===== config.mk =====
export PLATFORM = sky130hd
export DESIGN_NAME = char_contact_damage
export DESIGN_NICKNAME = d
export VERILOG_FILES = /design/src/rtl/char_contact_damage_pkg.sv /design/src/rtl/char_contact_damage_aabb_overlap.sv /design/src/rtl/char_contact_damage.sv
export SDC_FILE = /design/constraint.sdc
export NUM_CORES = 1
export LEC_CHECK = 0
export ABC_AREA = 1
export CAP_MARGIN = 5
export CORE_UTILIZATION = 54
export DETAILED_ROUTE_END_ITERATION = 16
export PLACE_DENSITY = 0.86
export SLEW_MARGIN = 40
export SYNTH_ARGS = -nofsm -noshare
export SYNTH_HDL_FRONTEND = slang
export SYNTH_HIERARCHICAL = 1
export SYNTH_SLANG_ARGS = --single-unit

===== constraint.sdc =====
create_clock -name clk -period 1.8 [get_ports clk]
set_input_delay 0.18 -clock clk [delete_from_list [all_inputs] [get_ports clk]]
set_output_delay 0.18 -clock clk [all_outputs]
set_load 0.005 [all_outputs]

===== src/rtl/char_contact_damage_pkg.sv =====
// Shared definitions for the character contact-damage block.
// Holds the FSM state type, default gameplay constants and geometry widths.
package char_contact_damage_pkg;

  localparam int unsigned CD_MAX_HP      = 10;  // HP at reset and on each new game
  localparam int unsigned CD_CONTACT_DMG = 2;   // HP removed per contact hit
  localparam int unsigned CD_IFRAMES     = 60;  // invulnerability length in frame ticks
  localparam int unsigned CD_HP_W        = 4;   // width of char_hp
  localparam int unsigned CD_COORD_W     = 12;  // pixel coordinate / size width
  localparam int unsigned CD_IFR_W       = 7;   // holds IFRAMES up to 127

  typedef enum logic [1:0] {
    ST_IDLE   = 2'd0,
    ST_ALIVE  = 2'd1,
    ST_INVULN = 2'd2,
    ST_DEAD   = 2'd3
  } cd_state_e;

endpackage


===== src/rtl/char_contact_damage_aabb_overlap.sv =====
// aabb_overlap: combinational axis-aligned box test plus centre compare.
// Reusable for any box-versus-box hit (character or projectile vs boss).
//   a_* / b_*  : left edge, top edge, width, height of boxes A and B
//   overlap    : interiors intersect (touching edges and empty boxes do not count)
//   a_left     : centre of A is strictly left of centre of B
module aabb_overlap
  import char_contact_damage_pkg::*;
#(
  parameter int unsigned W = CD_COORD_W
) (
  input  logic [W-1:0] a_x,
  input  logic [W-1:0] a_y,
  input  logic [W-1:0] a_lng,
  input  logic [W-1:0] a_hgt,
  input  logic [W-1:0] b_x,
  input  logic [W-1:0] b_y,
  input  logic [W-1:0] b_lng,
  input  logic [W-1:0] b_hgt,
  output logic         overlap,
  output logic         a_left
);

  // One extra bit so edge sums never wrap.
  logic [W:0] a_xe, a_ye, b_xe, b_ye;
  logic [W:0] a_cx, b_cx;
  logic       non_empty;

  assign a_xe = {1'b0, a_x} + {1'b0, a_lng};
  assign a_ye = {1'b0, a_y} + {1'b0, a_hgt};
  assign b_xe = {1'b0, b_x} + {1'b0, b_lng};
  assign b_ye = {1'b0, b_y} + {1'b0, b_hgt};

  // A zero-size box inside the other would otherwise pass the strict compares.
  assign non_empty = (|a_lng) && (|a_hgt) && (|b_lng) && (|b_hgt);

  assign overlap = non_empty
                && ({1'b0, a_x} < b_xe) && ({1'b0, b_x} < a_xe)
                && ({1'b0, a_y} < b_ye) && ({1'b0, b_y} < a_ye);

  assign a_cx   = {1'b0, a_x} + {2'b00, a_lng[W-1:1]};
  assign b_cx   = {1'b0, b_x} + {2'b00, b_lng[W-1:1]};
  assign a_left = (a_cx < b_cx);  // equal centres push right

endmodule


===== src/rtl/char_contact_damage.sv =====
// char_contact_damage: per-frame character-vs-boss contact damage.
// Tests the character box against the boss box, deducts HP on contact,
// opens an invulnerability window and latches the knockback direction.
//   clk, rst        : system clock, async active-low reset
//   frame_tick      : one-clk pulse per frame
//   game_active     : low forces IDLE with full HP
//   char_*, boss_*  : boxes (left, top, width, height); boss_hp==0 disables contact
//   char_hp         : player HP
//   char_hit        : one-clk pulse per damage event (cycle after the tick)
//   char_invuln     : invulnerability window active
//   char_dead       : HP exhausted, sticky while the game runs
//   knock_left      : direction at the last hit, 1 = push character left
module char_contact_damage
  import char_contact_damage_pkg::*;
#(
  parameter int unsigned MAX_HP      = CD_MAX_HP,
  parameter int unsigned CONTACT_DMG = CD_CONTACT_DMG,
  parameter int unsigned IFRAMES     = CD_IFRAMES,
  parameter int unsigned HP_W        = CD_HP_W
) (
  input  logic            clk,
  input  logic            rst,
  input  logic            frame_tick,
  input  logic            game_active,
  input  logic [11:0]     char_x,
  input  logic [11:0]     char_y,
  input  logic [11:0]     char_lng,
  input  logic [11:0]     char_hgt,
  input  logic [11:0]     boss_x,
  input  logic [11:0]     boss_y,
  input  logic [11:0]     boss_lng,
  input  logic [11:0]     boss_hgt,
  input  logic [6:0]      boss_hp,
  output logic [HP_W-1:0] char_hp,
  output logic            char_hit,
  output logic            char_invuln,
  output logic            char_dead,
  output logic            knock_left
);

  localparam logic [HP_W-1:0]     HP_FULL  = HP_W'(MAX_HP);
  localparam logic [HP_W-1:0]     HP_DMG   = HP_W'(CONTACT_DMG);
  localparam logic [CD_IFR_W-1:0] IFR_INIT = CD_IFR_W'(IFRAMES);
  localparam logic [CD_IFR_W-1:0] IFR_ONE  = CD_IFR_W'(1);

  cd_state_e           state_q, state_d;
  logic [HP_W-1:0]     hp_q, hp_d, hp_after;
  logic [CD_IFR_W-1:0] ifr_q, ifr_d;
  logic                hit_q, hit_d;
  logic                knock_q, knock_d;
  logic                overlap_q;
  logic                ovl_c, left_c;

  aabb_overlap #(.W(12)) u_aabb (
    .a_x     (char_x),
    .a_y     (char_y),
    .a_lng   (char_lng),
    .a_hgt   (char_hgt),
    .b_x     (boss_x),
    .b_y     (boss_y),
    .b_lng   (boss_lng),
    .b_hgt   (boss_hgt),
    .overlap (ovl_c),
    .a_left  (left_c)
  );

  // Saturating HP deduction.
  assign hp_after = (hp_q > HP_DMG) ? (hp_q - HP_DMG) : '0;

  always_ff @(posedge clk or negedge rst) begin
    if (!rst) begin
      state_q   <= ST_IDLE;
      hp_q      <= HP_FULL;
      ifr_q     <= '0;
      hit_q     <= 1'b0;
      knock_q   <= 1'b0;
      overlap_q <= 1'b0;
    end else begin
      state_q   <= state_d;
      hp_q      <= hp_d;
      ifr_q     <= ifr_d;
      hit_q     <= hit_d;
      knock_q   <= knock_d;
      // Dead boss deals no contact damage.
      overlap_q <= ovl_c && (boss_hp != 7'd0);
    end
  end

  always_comb begin
    state_d = state_q;
    hp_d    = hp_q;
    ifr_d   = ifr_q;
    hit_d   = 1'b0;
    knock_d = knock_q;
    if (!game_active) begin
      // Leaving the game wins over any same-cycle hit.
      state_d = ST_IDLE;
      hp_d    = HP_FULL;
      ifr_d   = '0;
    end else begin
      case (state_q)
        ST_IDLE: begin
          state_d = ST_ALIVE;
          hp_d    = HP_FULL;
        end
        ST_ALIVE: begin
          if (frame_tick && overlap_q) begin
            hit_d   = 1'b1;
            knock_d = left_c;
            hp_d    = hp_after;
            if (hp_after == '0) begin
              state_d = ST_DEAD;
            end else begin
              state_d = ST_INVULN;
              ifr_d   = IFR_INIT;
            end
          end
        end
        ST_INVULN: begin
          // The tick that ends the window never hits; earliest hit is next tick.
          if (frame_tick) begin
            if (ifr_q == IFR_ONE) begin
              state_d = ST_ALIVE;
              ifr_d   = '0;
            end else begin
              ifr_d = ifr_q - IFR_ONE;
            end
          end
        end
        ST_DEAD: begin
          hp_d = '0;
        end
        default: begin
          state_d = ST_IDLE;
          hp_d    = HP_FULL;
          ifr_d   = '0;
        end
      endcase
    end
  end

  assign char_hp     = hp_q;
  assign char_hit    = hit_q;
  assign knock_left  = knock_q;
  assign char_invuln = (state_q == ST_INVULN);
  assign char_dead   = (state_q == ST_DEAD);

endmodule

==> impl_metrics.py, run 1 <==
metrics = {
    "synthesis": {
        "netlist_instances": 836,
        "synth.avg_cell_area_um2": 6.65,
        "synth.top_cells.by_area": "ha_1, nand2_1, a21oi_1, inv_1, dfrtp_1",
        "postSynth.asyncResetShare": 1.00,
        "mappedNetlistArea_mm2": 0.00556,
        "synth_edf_count": 0,
        "seq_area_frac_synth": 0.0724,
        "synthDominantAreaCellType": "ha_1",
        "synth-warning-count": 6,
        "ys_dominant_reg_cell": "dfrtp_1",
        "synth.net_count": 1078,
        "synth_most_common_cell": "nand2_1",
        "synth.top_cell.area_share": 0.290,
        "yosys_register_bits": 16,
        "netlist-cell-type-count": 39,
        "yosys-top-cells-count": "nand2_1, ha_1, inv_1",
    },
    "placement": {
        "dp_cells": 1263,
        "post_placement_setup_slack_ns": -1.43,
        "globalplace.congestion": 0.976,
        "port_buffers": 114,
        "place_area_mm2": 0.00827,
        "detailedPlacementHpwl_um": 15300,
    },
    "clock_tree": {
        "cts_sinks": 16,
        "number_of_buffers_between_clock_root_and_the_deepest_sink": 2,
        "cts_inserted_buffers": 3,
        "clock-root-buffer": "clkbuf_8",
        "holdBufCountCts": 0,
        "cts-htree-levels": 1,
    },
    "floorplanning": {
        "io_pins": 115,
        "dieWidth_um": 103,
        "row_count": 36,
        "die_h_um": 103,
        "effective_utilization_at_floorplan": 0.564,
    },
    "global_route": {
        "grt_max_degree": 17,
        "gr-total-overflow": 167,
        "grt.total_usage": 0.781,
    },
    "status": {
        "outcome": "aborted with a tool error",
        "firstError": "[ERROR GRT-0232] Routing congestion too high. Check the congestion heatmap in the GUI.",
        "lastStage": "global routing",
    },
    "sta": {
        "worst_endpoint_kind": "register input",
        "grt_worst_setup_endpoint": "knock_left$_DFFE_PN0P_/D",
    },
}
kinds of logic after synthesis:
group / Yosys count / share of synthesized area
compound gates: 135 / 0.140
flops: 16 / 0.0724
simple gates: 386 / 0.307
xor+xnor: 63 / 0.0992
buf+inv: 100 / 0.0675
mux: 1 / 0.00202
fa+ha+maj: 135 / 0.312
layer usage:
| metal | overflow | track usage |
|---|---|---|
| met1 | 2 | 0.709 |
| met2 | 109 | 0.994 |
| met3 | 3 | 0.630 |
| met4 | 53 | 0.900 |
| met5 | 0 | 0.178 |
metrics by stage:
step,utilization,hold WS (ns)
2_1_floorplan,-,-0.116
3_3_place_gp,0.839,0.478
3_5_place_dp,0.839,0.507
4_1_cts,0.899,0.242
timing repair:
action | 4_1_cts
resized for setup | 171
pin swaps | 71
endpoints found under the setup margin | 2
setup buffers | 12
==> run 2: changes to the inputs <==
- CORE_UTILIZATION: 54 -> 40
- PLACE_DENSITY: 0.86 -> default
- PLACE_DENSITY_LB_ADDON: default -> 0.15
==> impl_metrics.py, run 2 <==
metrics = {
    "worst_setup_path": {
        "criticalPathCategory": "in -> reg",
        "critPathRequiredTime_ns": 1.93,
        "worst_r2r_path_depth": 11,
        "worst-path-buf-inv": 3,
        "reg2reg_to": "ifr_q[0]",
        "critical_path.slowest_cell": "fa_2",
        "path_max_fanout": 3,
        "crit_path_start_kind": "input pin",
        "worst_path_largest_cell_delay_ns": 0.41,
        "ff2ff_setup_slack_ns": 0.19,
        "critPathTopFamily": "adder cells",
        "critical_path.cell_chain": "dlygate4sd2_1, ha_2, fa_2, nand3_2, nand2_2, a21oi_2, buf_4, xor2_1, ha_1, inv_1, nor3_2, a211oi_2, a21oi_2, nor2_1, mux2_4",
        "cp_data_arrival_time_ns": 2.70,
        "critical-path-top-cell-by-count": "a21oi_2",
        "end_kind": "flip-flop",
        "regToRegStartpoint": "char_hp[1]",
    },
    "floorplanning": {
        "placeableCoreArea_mm2": 0.0134,
        "row_count": 42,
        "design.die.area_mm2": 0.0144,
        "die_h_um": 120,
        "effective_utilization_at_floorplan": 0.415,
        "dieWidth_um": 120,
        "io_pins": 115,
    },
    "finish": {
        "area_added_between_synthesis_and_finish_pct": 64.1,
        "largest_register_ff_count": 7,
        "largest-register": "ifr_q",
        "mostFrequentLayoutCell": "buf_4",
        "insertedDiodeCount": 0,
        "layout_common_cells": "buf_4, nand2_1, inv_1, ha_1, nor2_1",
        "finalInstanceArea_mm2": 0.00913,
        "number_of_nets_in_the_final_layout": 1391,
        "post_route_cells_drive_above_1_share": 0.313,
    },
    "sta": {
        "timing.final.crit_share": 1.42,
        "tns_ns": -1.39,
        "final.setup.worst_slack_ns": -0.762,
        "worst_clock_skew_ns": 0.00108,
        "rsz0062_at_grt": "yes",
        "relSlewSlack": 0.757,
        "max_freq_mhz": 390,
        "timing.final.max_slew_violations": 0,
        "timing.final.setup_violations": 2,
        "timing.final.crit_period_ns": 2.56,
        "finalHoldViolCount": 0,
        "worstMarginPinSlew_ns": 0.361,
    },
    "synthesis": {
        "synth_most_common_cell": "nand2_1",
        "postSynth.asyncResetShare": 1.00,
        "synth.net_count": 1078,
        "synthDominantAreaCellType": "ha_1",
        "yosys_register_bits": 16,
        "synth_compound_gate_area_share": 0.140,
        "post_synth_mux_area_share": 0.00202,
        "yosys-top-cells-count": "nand2_1, ha_1, inv_1",
        "netlist-cell-type-count": 39,
        "netlist_instances": 836,
        "synth.top_cell.area_share": 0.290,
        "synth_simple_gate_area_share": 0.307,
        "synthesized_area_fraction_occupied_by_adder_cells": 0.312,
        "ys_dominant_reg_cell": "dfrtp_1",
        "synth_edf_count": 0,
        "post_synth_xor_area_fraction": 0.0992,
        "synth-warning-count": 6,
        "mappedNetlistArea_mm2": 0.00556,
        "main_combinational_cell_family_by_area_after_synthesis": "adder cells",
        "seq_area_frac_synth": 0.0724,
        "synth.avg_cell_area_um2": 6.65,
        "synth.top_cells.by_area": "ha_1, nand2_1, a21oi_1, inv_1, dfrtp_1",
    },
    "pwr": {
        "peakVddDrop_v": 0.000376,
        "power.static_leakage_nw": 4.73,
        "power.density_cell_area_mw_per_mm2": 569,
    },
    "drt": {
        "avgViaCountPerCell": 4.93,
        "postRouteAntennaNets": 0,
        "vias": 6521,
        "post_drt_wl_per_cell_um": 12.8,
        "route.final.wire_length_um": 16900,
        "dr.first_iter.drc_count": 175,
        "post-route-drc-count": 0,
        "drt_pass1_iterations": 5,
    },
    "global_route": {
        "gr-total-overflow": 0,
        "antenna_found_initial": 0,
        "grt_max_degree": 17,
        "global_route_wire_length_before_repair_um": 28000,
        "grt.total_usage": 0.237,
        "first_global_vias": 6601,
    },
    "clock_tree": {
        "cts_inserted_buffers": 3,
        "clock_latency_at_the_later_pin_of_the_worst_skew_pair_ns": 0.25,
        "clock-root-buffer": "clkbuf_16",
        "number_of_buffers_between_clock_root_and_the_deepest_sink": 2,
        "tritoncts_clock_tree": "built",
        "cts_sinks": 16,
        "cts-htree-levels": 1,
        "cts.clk_slew.worst_paths_ns": 0.05,
    },
    "status": {
        "violations": "setup timing",
        "outcome": "complete, but fails checks",
    },
    "placement": {
        "port_buffers": 114,
        "place_area_mm2": 0.00835,
        "detailedPlacementHpwl_um": 14000,
        "globalplace.congestion": 0.903,
    },
    "worst_hold_path": {
        "hold_path.class": "in -> async",
    },
    "flow_run": {
        "max_cap_violations": 0,
    },
}
run 2: cell counts after synthesis:
Identical to the previous run, type by type.
run 2: cell families (layout without fill, tap and decap cells):
family	count (synthesis)	count (layout)
adder cells (fa/ha/maj)	135	135
buffers and inverters	100	412
AND/OR/NAND/NOR	386	386
XOR/XNOR	63	63
flip-flops	16	16
multiplexers	1	1
AO/OA/AOI/OAI	135	135
run 2: cell type report:
class,instances,area (µm²)
Sequential cell,16,403
Clock buffer,4,88.8
Tap cell,176,220
Inverter,100,375
Fill cell,1200,4280
Multi-Input combinational cell,720,5490
Timing Repair Buffer,308,2550
run 2: how the worst max path moves through the flow:
stage	startpoint	depth (start not counted)	endpoint
after floorplan	char_x[0]	16	knock_left
after global placement	char_x[0]	17	knock_left
after detailed placement	char_x[0]	17	knock_left
after CTS	char_lng[1]	16	knock_left
after global routing	char_x[3]	15	knock_left
final	boss_lng[1]	15	knock_left
run 2: what timing repair did:
| item | 4_1_cts | 5_1_grt |
|---|---|---|
| hold buffers | 0 | 0 |
| resized for setup | 147 | 54 |
| setup endpoints to repair | 2 | 2 |
| buffers inserted | 7 | 4 |
| pin swaps | 60 | 54 |
| hold endpoints to repair | 0 | 0 |
run 2: report_power, final:
group | total, mW | switching [mW] | internal (mW)
combinational | 4.06 | 2.07 | 1.99
clock | 0.488 | 0.150 | 0.338
sequential | 0.649 | 0.142 | 0.507
run 2: through the flow:
step / worst slack, ns / util / instances / power, mW / hold slack (ns)
floorplan: -0.677 / - / 836 / 2.93 / -0.116
finish: -0.762 / 0.681 / 1324 / 5.19 / 0.256
global placement: -1.38 / 0.623 / 1309 / 4.30 / 0.472
CTS: -0.748 / 0.667 / 1320 / 5.08 / 0.265
global route: -0.892 / 0.681 / 1324 / 5.75 / 0.274
detailed placement: -1.44 / 0.623 / 1309 / 4.35 / 0.497
run 2: layer usage:
layer | GRT usage | wire [µm]
met1 | 0.293 | 7640
met2 | 0.439 | 8440
met3 | 0.0119 | 474
met4 | 0.0641 | 357
met5 | 0 | 0
(Power assumes the default switching activity.)
==> run 3: changes to the inputs <==
- PLACE_DENSITY_LB_ADDON: 0.15 -> 0.1
==> impl_metrics.py, run 3 (synthesis gave the netlist of run 2 again) <==
metrics = {
    "clock_tree": {
        "clock_latency_at_the_later_pin_of_the_worst_skew_pair_ns": 0.25,
        "number_of_buffers_between_clock_root_and_the_deepest_sink": 2,
        "clock-root-buffer": "clkbuf_16",
        "tritoncts_clock_tree": "built",
        "cts.clk_slew.worst_paths_ns": 0.05,
        "holdBufCountCts": 0,
        "cts_sinks": 16,
        "cts-htree-levels": 1,
        "cts_inserted_buffers": 3,
    },
    "finish": {
        "number_of_nets_in_the_final_layout": 1397,
        "mostFrequentLayoutCell": "buf_4",
        "area_added_between_synthesis_and_finish_pct": 64.5,
        "largest-register": "ifr_q",
        "insertedDiodeCount": 0,
        "post_route_cells_drive_above_1_share": 0.319,
        "largest_register_ff_count": 7,
        "finish.utilization": 0.683,
        "layout_common_cells": "buf_4, nand2_1, ha_1, inv_1, nor2_1",
    },
    "floorplanning": {
        "dieWidth_um": 120,
        "design.die.area_mm2": 0.0144,
        "row_count": 42,
        "io_pins": 115,
        "placeableCoreArea_mm2": 0.0134,
        "die_h_um": 120,
        "effective_utilization_at_floorplan": 0.415,
    },
    "sta": {
        "final.setup.worst_slack_ns": -0.708,
        "worstMarginPinSlew_ns": 0.421,
        "timing.final.crit_period_ns": 2.51,
        "worst_clock_skew_ns": 0.00435,
        "finalHoldViolCount": 0,
        "relSlewSlack": 0.716,
        "rsz0062_at_grt": "yes",
        "timing.final.setup_violations": 2,
        "timing.final.max_slew_violations": 0,
        "tns_ns": -1.33,
        "timing.final.crit_share": 1.39,
        "max_freq_mhz": 399,
    },
    "drt": {
        "avgViaCountPerCell": 4.84,
        "post_drt_wl_per_cell_um": 12.6,
        "post-route-drc-count": 0,
        "dr.first_iter.drc_count": 282,
        "drt_pass1_iterations": 5,
        "vias": 6442,
        "postRouteAntennaNets": 0,
        "route.final.wire_length_um": 16800,
    },
    "global_route": {
        "first_global_vias": 6180,
        "grt_max_degree": 17,
        "global_route_wire_length_before_repair_um": 28100,
        "grt.total_usage": 0.237,
        "most_used_layer_global_route": "met2",
        "gr-total-overflow": 0,
        "grtUsageMet2": 0.408,
        "globalRouteMet1Util": 0.336,
        "grt.met3_usage": 0.00808,
        "antenna_found_initial": 0,
    },
    "worst_hold_path": {
        "hold_path.class": "in -> async",
    },
    "pwr": {
        "peakVddDrop_v": 0.000299,
        "power_frac_clock": 0.092,
        "power.density_cell_area_mw_per_mm2": 580,
        "combPwrFrac": 0.786,
        "p_total_mw": 5.30,
        "p_int_mw": 2.86,
        "net_switching_power_figure_mw": 2.44,
        "p_seq_frac": 0.122,
        "power.static_leakage_nw": 4.71,
        "p_sw_frac": 0.460,
    },
    "worst_setup_path": {
        "path_max_fanout": 2,
        "critical-path-top-cell-by-count": "nor2_1",
        "end_kind": "flip-flop",
        "critPathRequiredTime_ns": 1.94,
        "critPathTopFamily": "adder cells",
        "worst_path_largest_cell_delay_ns": 0.39,
        "cp_data_arrival_time_ns": 2.64,
        "criticalPathCategory": "in -> reg",
        "worst-path-buf-inv": 2,
        "critical_path.cell_chain": "buf_6, ha_4, fa_2, a21oi_2, o21bai_2, a21oi_1, nor2_1, nor2_1, xor2_1, inv_1, ha_4, nand2_2, nor3_2, nand2_1, a21oi_2, nor2_1, mux2_4",
        "ff2ff_setup_slack_ns": 0.16,
        "crit_path_start_kind": "input pin",
        "critical_path.slowest_cell": "fa_2",
    },
    "placement": {
        "post_placement_setup_slack_ns": -1.42,
        "port_buffers": 114,
        "globalplace.congestion": 0.880,
        "detailedPlacementHpwl_um": 14100,
    },
    "status": {
        "violations": "setup timing",
        "outcome": "complete, but fails checks",
    },
    "flow_run": {
        "max_cap_violations": 0,
    },
}
## run 3: changes by cell type in the layout (fill, tap and decap cells not counted), sizes merged
cell / before / now
buf: 199 / 212
clkbuf: 8 / 5
clkdlybuf4s15: 6 / 8
dlygate4sd2: 38 / 40
dlymetal6s2s: 9 / 0
nand3: 51 / 52
## run 3: final cells by class
type                    instances  area [µm²]
flip-flops and latches         16         403
repair buffers                313        2570
inverters                     100         375
well taps                     176         220
multi-input cells             721        5490
clock buffers                   4        88.8
fillers                      1225        4250
## run 3: per-layer routing
metal	vias up	wire [µm]
li1	3455	-
met1	2839	8400
met2	138	7720
met3	10	547
met4	0	127
met5	-	0
## run 3: worst paths after layout
kind | startpoint | end | cells after the start
worst max-delay path | char_x[0] | knock_left | 17
worst max register to register | char_hp[1] | ifr_q[2] | 11
worst min register to register | char_hp[0] | char_hp[0] | 2
worst min-delay path | rst | char_hp[2] | 2
max in group asynchronous | rst | char_hp[3] | 2
min in group clk | char_hp[0] | char_hp[0] | 2
## run 3: what timing repair did
item,4_1_cts,5_1_grt
pin swaps,68,44
cloned,0,1
setup buffers,5,4
resized for setup,202,26
setup endpoints to repair,2,8
## run 3: power groups by stage
stage / Combinational, mW / Sequential, mW / Clock (mW)
after floorplan: 2.31 / 0.625 / 0
after global placement: 3.67 / 0.651 / 0
after detailed placement: 3.72 / 0.651 / 0
after CTS: 3.97 / 0.647 / 0.499
after global routing: 4.70 / 0.672 / 0.503
final: 4.17 / 0.649 / 0.488
## run 3: stage by stage
stage	hold WS, ns	std cells	cell area (µm²)
after CTS	0.273	1325	9010
after global routing	0.286	1330	9150
final	0.259	1330	9150
after floorplan	-0.116	836	5620
after global placement	0.487	1316	8400
after detailed placement	0.500	1316	8400
==> run 4: changes to the inputs <==
- ABC_CLOCK_PERIOD_IN_PS: default -> 1800
- CAP_MARGIN: 5 -> default
==> results of run 4 <==
Same layout as run 3: the final DEF is identical, and so are final timing and power.
